### config.mk
export PLATFORM = sky130hd
export DESIGN_NAME = sobel_scan_scheduler
export DESIGN_NICKNAME = d
export VERILOG_FILES = /design/src/rtl/sobel_sched_pkg.sv /design/src/rtl/sobel_capture_delay.sv /design/src/rtl/sobel_scan_scheduler.sv
export SDC_FILE = /design/constraint.sdc
export NUM_CORES = 1
export LEC_CHECK = 0
export CELL_PAD_IN_SITES_DETAIL_PLACEMENT = 1
export CELL_PAD_IN_SITES_GLOBAL_PLACEMENT = 2
export CORE_ASPECT_RATIO = 0.8
export CORE_MARGIN = 1
export CORE_UTILIZATION = 30
export DETAILED_ROUTE_END_ITERATION = 16
export PLACE_DENSITY_LB_ADDON = 0.1
export SYNTH_ARGS = -nofsm -noshare
export SYNTH_HDL_FRONTEND = slang
export SYNTH_SLANG_ARGS = --single-unit
### constraint.sdc
create_clock -name clk -period 3.71 [get_ports clk]
set_clock_uncertainty 0.2 [all_clocks]
set_input_delay 0.9275 -clock clk [delete_from_list [all_inputs] [get_ports clk]]
set_output_delay 0.9275 -clock clk [all_outputs]
set_load 0.02 [all_outputs]
### src/rtl/sobel_sched_pkg.sv
// sobel_sched_pkg: state encoding, processor timing defaults and the raster
// address helper shared by the Sobel scan scheduler files.
package sobel_sched_pkg;

  localparam int SOBEL_PERIOD_DEFAULT  = 10;
  localparam int SOBEL_LATENCY_DEFAULT = 5;

  localparam logic [2:0] ST_IDLE      = 3'd0;
  localparam logic [2:0] ST_ALIGN     = 3'd1;
  localparam logic [2:0] ST_SCAN      = 3'd2;
  localparam logic [2:0] ST_DRAIN     = 3'd3;
  localparam logic [2:0] ST_HOST_ADDR = 3'd4;
  localparam logic [2:0] ST_HOST_DATA = 3'd5;
  localparam logic [2:0] ST_DONE      = 3'd6;

  // Raster address of (x, y); callers truncate to their address width.
  function automatic logic [31:0] coord_to_addr(input logic [15:0] x,
                                                input logic [15:0] y,
                                                input int unsigned width);
    return 32'(y) * width + 32'(x);
  endfunction

endpackage

### src/rtl/sobel_capture_delay.sv
// sobel_capture_delay: fixed-depth valid+address shift line that lines each
// scored pixel's address up with the processor's delayed edge result.
module sobel_capture_delay
  import sobel_sched_pkg::*;
#(
  parameter int LATENCY    = SOBEL_LATENCY_DEFAULT,
  parameter int ADDR_WIDTH = 20
) (
  input  logic                  clk,
  input  logic                  reset_n,
  input  logic                  push,
  input  logic [ADDR_WIDTH-1:0] push_addr,
  output logic                  out_valid,
  output logic [ADDR_WIDTH-1:0] out_addr,
  output logic                  empty
);

  localparam logic [LATENCY-1:0] HEAD_MASK = LATENCY'(1) << (LATENCY - 1);

  logic [LATENCY-1:0]    valid;
  logic [ADDR_WIDTH-1:0] addr_q [LATENCY];

  always_ff @(posedge clk or negedge reset_n) begin
    if (!reset_n) begin
      valid <= '0;
      for (int i = 0; i < LATENCY; i++) addr_q[i] <= '0;
    end else begin
      valid[0]  <= push;
      addr_q[0] <= push_addr;
      for (int i = 1; i < LATENCY; i++) begin
        valid[i]  <= valid[i-1];
        addr_q[i] <= addr_q[i-1];
      end
    end
  end

  assign out_valid = valid[LATENCY-1];
  assign out_addr  = addr_q[LATENCY-1];
  // Empty once the entry leaving this cycle is the last one in flight.
  assign empty     = !push && ((valid & ~HEAD_MASK) == '0);

endmodule

### src/rtl/sobel_scan_scheduler.sv
// sobel_scan_scheduler: walks sobel_processor across the frame, writes the edge
// map and shares the BRAM read port with a host. Optional ROI scan: SOBEL_SCHED_ROI_EN.
module sobel_scan_scheduler
  import sobel_sched_pkg::*;
#(
  parameter int IMG_WIDTH     = 1280,
  parameter int IMG_HEIGHT    = 720,
  parameter int PIXEL_BITS    = 24,
  parameter int ADDR_WIDTH    = 20,
  parameter int SOBEL_PERIOD  = SOBEL_PERIOD_DEFAULT,
  parameter int SOBEL_LATENCY = SOBEL_LATENCY_DEFAULT
) (
  input  logic                  clk,
  input  logic                  reset_n,
  input  logic                  start,
`ifdef SOBEL_SCHED_ROI_EN
  input  logic [15:0]           roi_x0,
  input  logic [15:0]           roi_y0,
  input  logic [15:0]           roi_x1,
  input  logic [15:0]           roi_y1,
`endif
  output logic                  busy,
  output logic                  done,
  output logic [15:0]           frame_count,
  output logic                  sob_reset,
  output logic [31:0]           x_center,
  output logic [31:0]           y_center,
  input  logic [ADDR_WIDTH-1:0] sob_rd_addr,
  input  logic                  edge_detected,
  output logic [ADDR_WIDTH-1:0] bram_rd_addr,
  input  logic [PIXEL_BITS-1:0] bram_rd_data,
  output logic                  edge_wr_en,
  output logic [ADDR_WIDTH-1:0] edge_wr_addr,
  output logic                  edge_wr_data,
  input  logic                  host_req,
  input  logic [ADDR_WIDTH-1:0] host_addr,
  output logic                  host_gnt,
  output logic                  host_rvalid,
  output logic [PIXEL_BITS-1:0] host_rdata
);

  localparam int PH_W = (SOBEL_PERIOD > 1) ? $clog2(SOBEL_PERIOD) : 1;
  localparam logic [PH_W-1:0] PH_LAST = PH_W'(SOBEL_PERIOD - 1);

  logic [2:0]            state;
  logic [PH_W-1:0]       phase;
  logic [15:0]           x, y, x_adv, y_adv;
  logic [15:0]           x_first, x_last, y_last, start_x, start_y;
  logic                  roi_empty;
  logic                  drain_end, from_scan;
  logic                  calc, last_pixel;
  logic                  cap_valid, cap_empty;
  logic [ADDR_WIDTH-1:0] cap_addr, scan_addr;

`ifdef SOBEL_SCHED_ROI_EN
  // Rectangle bounds are frozen at an accepted start so the host cannot move them mid-frame.
  always_ff @(posedge clk or negedge reset_n) begin
    if (!reset_n) begin
      x_first   <= '0;
      x_last    <= '0;
      y_last    <= '0;
      roi_empty <= 1'b0;
    end else if (state == ST_IDLE && !host_req && start) begin
      x_first   <= roi_x0;
      x_last    <= roi_x1;
      y_last    <= roi_y1;
      roi_empty <= (roi_x1 < roi_x0) || (roi_y1 < roi_y0);
    end
  end

  assign start_x = roi_x0;
  assign start_y = roi_y0;
`else
  assign x_first   = '0;
  assign x_last    = 16'(IMG_WIDTH - 1);
  assign y_last    = 16'(IMG_HEIGHT - 1);
  assign start_x   = '0;
  assign start_y   = '0;
  assign roi_empty = 1'b0;
`endif

  assign calc       = (state == ST_SCAN) && (phase == PH_LAST);
  assign last_pixel = (x == x_last) && (y == y_last);
  assign x_adv      = (x == x_last) ? x_first : x + 16'd1;
  assign y_adv      = (x == x_last) ? y + 16'd1 : y;
  assign scan_addr  = ADDR_WIDTH'(coord_to_addr(x, y, IMG_WIDTH));

  // Coordinates hold through DRAIN on a host preemption and only step past the
  // scored pixel once the host read has been served.
  always_ff @(posedge clk or negedge reset_n) begin
    if (!reset_n) begin
      state       <= ST_IDLE;
      phase       <= '0;
      x           <= '0;
      y           <= '0;
      drain_end   <= 1'b0;
      from_scan   <= 1'b0;
      frame_count <= '0;
      host_rdata  <= '0;
      host_rvalid <= 1'b0;
    end else begin
      host_rvalid <= 1'b0;
      case (state)
        ST_IDLE: begin
          if (host_req) begin
            from_scan <= 1'b0;
            state     <= ST_HOST_ADDR;
          end else if (start) begin
            x     <= start_x;
            y     <= start_y;
            state <= ST_ALIGN;
          end
        end
        ST_ALIGN: begin
          phase <= '0;
          state <= roi_empty ? ST_DONE : ST_SCAN;
        end
        ST_SCAN: begin
          if (phase == PH_LAST) begin
            phase <= '0;
            if (last_pixel) begin
              drain_end <= 1'b1;
              state     <= ST_DRAIN;
            end else if (host_req) begin
              drain_end <= 1'b0;
              state     <= ST_DRAIN;
            end else begin
              x <= x_adv;
              y <= y_adv;
            end
          end else begin
            phase <= phase + 1'b1;
          end
        end
        ST_DRAIN: begin
          if (cap_empty) begin
            from_scan <= !drain_end;
            state     <= drain_end ? ST_DONE : ST_HOST_ADDR;
          end
        end
        ST_HOST_ADDR: state <= ST_HOST_DATA;
        ST_HOST_DATA: begin
          host_rdata  <= bram_rd_data;
          host_rvalid <= 1'b1;
          if (from_scan) begin
            x     <= x_adv;
            y     <= y_adv;
            state <= ST_ALIGN;
          end else begin
            state <= ST_IDLE;
          end
        end
        ST_DONE: begin
          frame_count <= frame_count + 16'd1;
          state       <= ST_IDLE;
        end
        default: state <= ST_IDLE;
      endcase
    end
  end

  sobel_capture_delay #(
    .LATENCY    (SOBEL_LATENCY),
    .ADDR_WIDTH (ADDR_WIDTH)
  ) u_capture (
    .clk       (clk),
    .reset_n   (reset_n),
    .push      (calc),
    .push_addr (scan_addr),
    .out_valid (cap_valid),
    .out_addr  (cap_addr),
    .empty     (cap_empty)
  );

  always_comb begin
    busy = 1'b1;
    case (state)
      ST_IDLE:                    busy = 1'b0;
      ST_HOST_ADDR, ST_HOST_DATA: busy = from_scan;
      default:                    busy = 1'b1;
    endcase
  end

  assign done         = (state == ST_DONE);
  assign host_gnt     = (state == ST_HOST_ADDR);
  assign bram_rd_addr = (state == ST_HOST_ADDR) ? host_addr : sob_rd_addr;
  assign sob_reset    = !reset_n || (state == ST_ALIGN) ||
                        (state == ST_HOST_ADDR) || (state == ST_HOST_DATA);
  assign x_center     = {16'd0, x};
  assign y_center     = {16'd0, y};
  assign edge_wr_en   = cap_valid;
  assign edge_wr_addr = cap_addr;
  assign edge_wr_data = cap_valid & edge_detected;

endmodule
==> tab_implementation.tex <==
\begin{tabular}{lr}
\hline
Metric & Value \\
\hline
\multicolumn{2}{l}{\textbf{Logic synthesis}} \\
\quad Proportion of synthesized flip-flops having asynchronous set or reset & 1.00 \\
\quad Mapped cell area & 0.00813 sq mm \\
\quad Cell types with the highest counts after synthesis & dfrtp\_1 (187), nand2\_1 (106), buf\_4 (60) \\
\quad Share of the yosys chip area belonging to registers & 0.576 \\
\quad Yosys cell types & 57 \\
\quad Total of warnings raised by yosys & 0 \\
\quad Most common cell in the netlist & dfrtp\_1 \\
\quad Post-synth EDFFs & 0 \\
\quad Commonest register cell after synthesis & dfrtp\_1 \\
\quad Number of flip-flops and latches in the synthesized netlist & 187 \\
\quad Yosys top cell by area & dfrtp\_1 \\
\quad Portion of synthesized cell area occupied by the leading cell type & 0.576 \\
\quad Number of standard cells after synthesis & 735 \\
\quad Dominant cells by area after synthesis & dfrtp\_1 (58\%), buf\_4 (5.5\%), nand2\_1 (4.9\%) \\
\quad Post-Syn Area per Cell & 11.1 sq um \\
\multicolumn{2}{l}{\textbf{Clock tree}} \\
\quad Clock insertion delay at the later pin of the skew report & 0.43 ns \\
\quad Clock tree from TritonCTS & done \\
\quad Number of cells upsized or downsized after cts & 0 \\
\quad Max Buffers Root-to-Sink & 2 \\
\quad CTS Hold Bufs & 0 \\
\quad Root buffer cell & clkbuf\_16 \\
\quad Number of buffers created by CTS & 17 \\
\quad Post-CTS clock slew at the launch and capture registers of the worst setup and hold paths & 0.08 ns \\
\quad Number of clock sinks & 187 \\
\quad Post-CTS Repair Setup Buffers & 0 \\
\quad Htree depth & 4 \\
\multicolumn{2}{l}{\textbf{Global routing}} \\
\quad Gr ovfl total & 0 \\
\quad Vias in the first global route & 6266 \\
\quad Overall track demand over capacity in global routing & 0.158 \\
\quad Largest net degree at the start of global routing & 164 \\
\quad Antenna violations before repair & 0 \\
\quad Wire length of the first global-routing pass & 33.9 mm \\
\multicolumn{2}{l}{\textbf{Power and ir drop}} \\
\quad Max VDD drop & 0.307 mV \\
\quad Leakage power figure & 0.00499 uW \\
\quad Power per cell area & 591 mW/mm\^{}2 \\
\multicolumn{2}{l}{\textbf{Route}} \\
\quad 1st-iter DRT viols & 316 \\
\quad Routed WL & 21.1 mm \\
\quad Via count & 5904 \\
\quad Via-to-Cell Ratio & 4.60 \\
\quad Post-detailed-route DRC marker count & 0 \\
\quad Residual antenna-violating net count after detailed routing & 0 \\
\quad Number of detailed-route iterations in the first pass & 4 \\
\quad Average wire length per cell after detail routing & 16.4 microns \\
\multicolumn{2}{l}{\textbf{Worst setup path}} \\
\quad Required time at the endpoint of the critical path & 2.58 ns \\
\quad Endpoint kind of the worst setup timing path & output pin \\
\quad CP Cell Sequence & nor2\_1, and2\_1, buf\_4, mux2\_2, clkdlybuf4s50\_1 \\
\quad Startpoint types & flip-flop \\
\quad Path type of the worst setup path & flip-flop to output pin \\
\quad Maximum fanout count along the critical path & 21 \\
\quad Critical Path AT & 2.44 ns \\
\quad Largest stage delay on the critical path & 0.56 ns \\
\quad Critical-path top delay cell & clkdlybuf4s50\_1 \\
\multicolumn{2}{l}{\textbf{Floorplan}} \\
\quad Placeable core region & 0.0265 sq mm \\
\quad Top-level I/O count & 220 \\
\quad Height of the die & 149 microns \\
\quad Row count & 53 \\
\quad Die Area & 0.0278 sq mm \\
\quad Initial Util & 0.307 \\
\quad Width of the die & 186 microns \\
\multicolumn{2}{l}{\textbf{STA}} \\
\quad Accumulated negative setup slack & 0 ns \\
\quad Slew @ Worst Pin & 0.891 ns \\
\quad Count of endpoints failing setup in the final report & 0 \\
\quad Worst slew margin & 0.406 \\
\quad Maximum clock rate & 0.281 GHz \\
\quad Number of hold-slack violations in the final timing report & 0 \\
\quad RSZ-0062 raised after global routing & false \\
\quad Final Cycle Share & 0.961 \\
\quad Final-report max-slew violation count & 0 \\
\quad Minimum clock period after layout & 3.56 ns \\
\multicolumn{2}{l}{\textbf{Place}} \\
\quad Port Buffers & 187 \\
\quad Weighted congestion at the end of routability-driven global placement & 0.767 \\
\quad Placed Cells incl. Taps & 1252 \\
\quad Detail Placement HPWL & 15.4 mm \\
\multicolumn{2}{l}{\textbf{Run status}} \\
\quad Outcome & completed \\
\multicolumn{2}{l}{\textbf{Layout}} \\
\quad Antenna diodes & 0 \\
\quad Relative area change from synthesis to final layout & 33.0\% \\
\quad Proportion of layout cells with a drive suffix above 1 & 0.0906 \\
\quad Non-Filler Instances & 1284 \\
\quad Net total in the final layout & 1015 \\
\multicolumn{2}{l}{\textbf{Run}} \\
\quad Max-cap viol count & 0 \\
\multicolumn{2}{l}{\textbf{Worst hold path}} \\
\quad Hold Path Class & flip-flop to flip-flop \\
\hline
\end{tabular}
[layout make-up]
class | instances | area, sq um
multi-input cells | 480 | 2960
flip-flops and latches | 187 | 4680
well taps | 357 | 447
clock buffers | 17 | 425
fillers | 2887 | 15700
inverters | 18 | 67.6
clock inverters | 15 | 168
repair buffers | 210 | 2060
[final timing paths]
path / from / end / slack [ns] / cells past startpoint
max in group asynchronous: reset_n / u_capture.addr_q[71]$_DFF_PN0_ / 1.76 / 3
worst max register to register: y[2]$_DFFE_PN0P_ / u_capture.addr_q[99]$_DFF_PN0_ / 0.40 / 13
worst min register to register: u_capture.addr_q[39]$_DFF_PN0_ / u_capture.out_addr[19]$_DFF_PN0_ / 0.14 / 0
min in group asynchronous: reset_n / u_capture.addr_q[96]$_DFF_PN0_ / 0.33 / 2
worst min-delay path: u_capture.addr_q[39]$_DFF_PN0_ / u_capture.out_addr[19]$_DFF_PN0_ / 0.14 / 0
worst max-delay path: state[0]$_DFFE_PN0P_ / bram_rd_addr[12] / 0.15 / 5
[kinds of logic (layout without fill, tap and decap cells)]
group / count (synthesis) / count (layout) / synth area share
xor gates and xnor gates: 41 / 41 / 0.0442
DFF: 187 / 187 / 0.576
AOI/OAI and AO/OA: 106 / 106 / 0.0787
adders and majority gates: 32 / 32 / 0.0511
other: 1 / 32 / 0.000462
muxes: 21 / 21 / 0.0291
and+or+nand+nor: 248 / 248 / 0.146
buffers and inverters: 99 / 260 / 0.0747
[power breakdown]
group	internal [uW]	switching, uW	total, uW
Combinational	866	1130	1990
Sequential	2390	194	2590
Clock	909	900	1810
[metrics by stage]
step,hold WS [ns],power (uW),utilization,instance area (sq um),worst slack [ns]
global placement,0.132,4590,0.386,10200,0.367
global route,0.153,6800,0.408,10800,0.0221
detailed placement,0.136,4640,0.386,10200,0.357
CTS,0.145,6500,0.408,10800,0.120
finish,0.143,6390,0.408,10800,0.146
floorplan,0.131,3740,-,8240,0.611
[critical path, delay by kind of cell (launching register included)]
kind | cells | cell delay, ns
buffers and inverters | 2 | 0.82
AND/OR/NAND/NOR | 2 | 0.42
flip-flops | 1 | 0.38
multiplexers | 1 | 0.37
[routing by layer]
metal  vias up  part of all wire  GRT usage
met5         -                 0          0
met3        15             0.035     0.0281
met1      2993              0.48      0.224
met2       108              0.47      0.248
met4         0            0.0093     0.0422
li1       2788                 -          -
[cell usage in the layout, fill, tap and decap left out, types with 3 or more instances in the layout]
cell type and instances:
buf_4 22, o21ai_0 44, a31oi_1 4, xor2_1 6, inv_6 3, clkdlybuf4s50_1 186
nand2_1 106, inv_1 17, nor2b_1 3, o31ai_1 7, conb_1 32, nand3_1 23
a21o_1 5, o21a_1 5, dfrtp_1 187, or3_1 11, mux2_2 21, inv_8 3
xnor2_1 35, nor2_1 39, nor3_1 7, nand4_1 8, and2_1 3, clkbuf_16 17
nand2b_1 3, a211oi_1 4, a21oi_1 21, ha_1 30, and3_1 10, clkinv_8 4
nor4_1 15, or2_2 4, or4_1 5
[state kept, by name, indices dropped and copies added (netlist names)]
register / count
host_rdata: 24
u_capture.valid: 5
x: 16
y: 16
phase: 4
host_rvalid: 1
from_scan: 1
frame_count: 16
u_capture.addr_q: 80
drain_end: 1
u_capture.out_addr: 20
state: 3
Power figures use the tool's default switching activity.
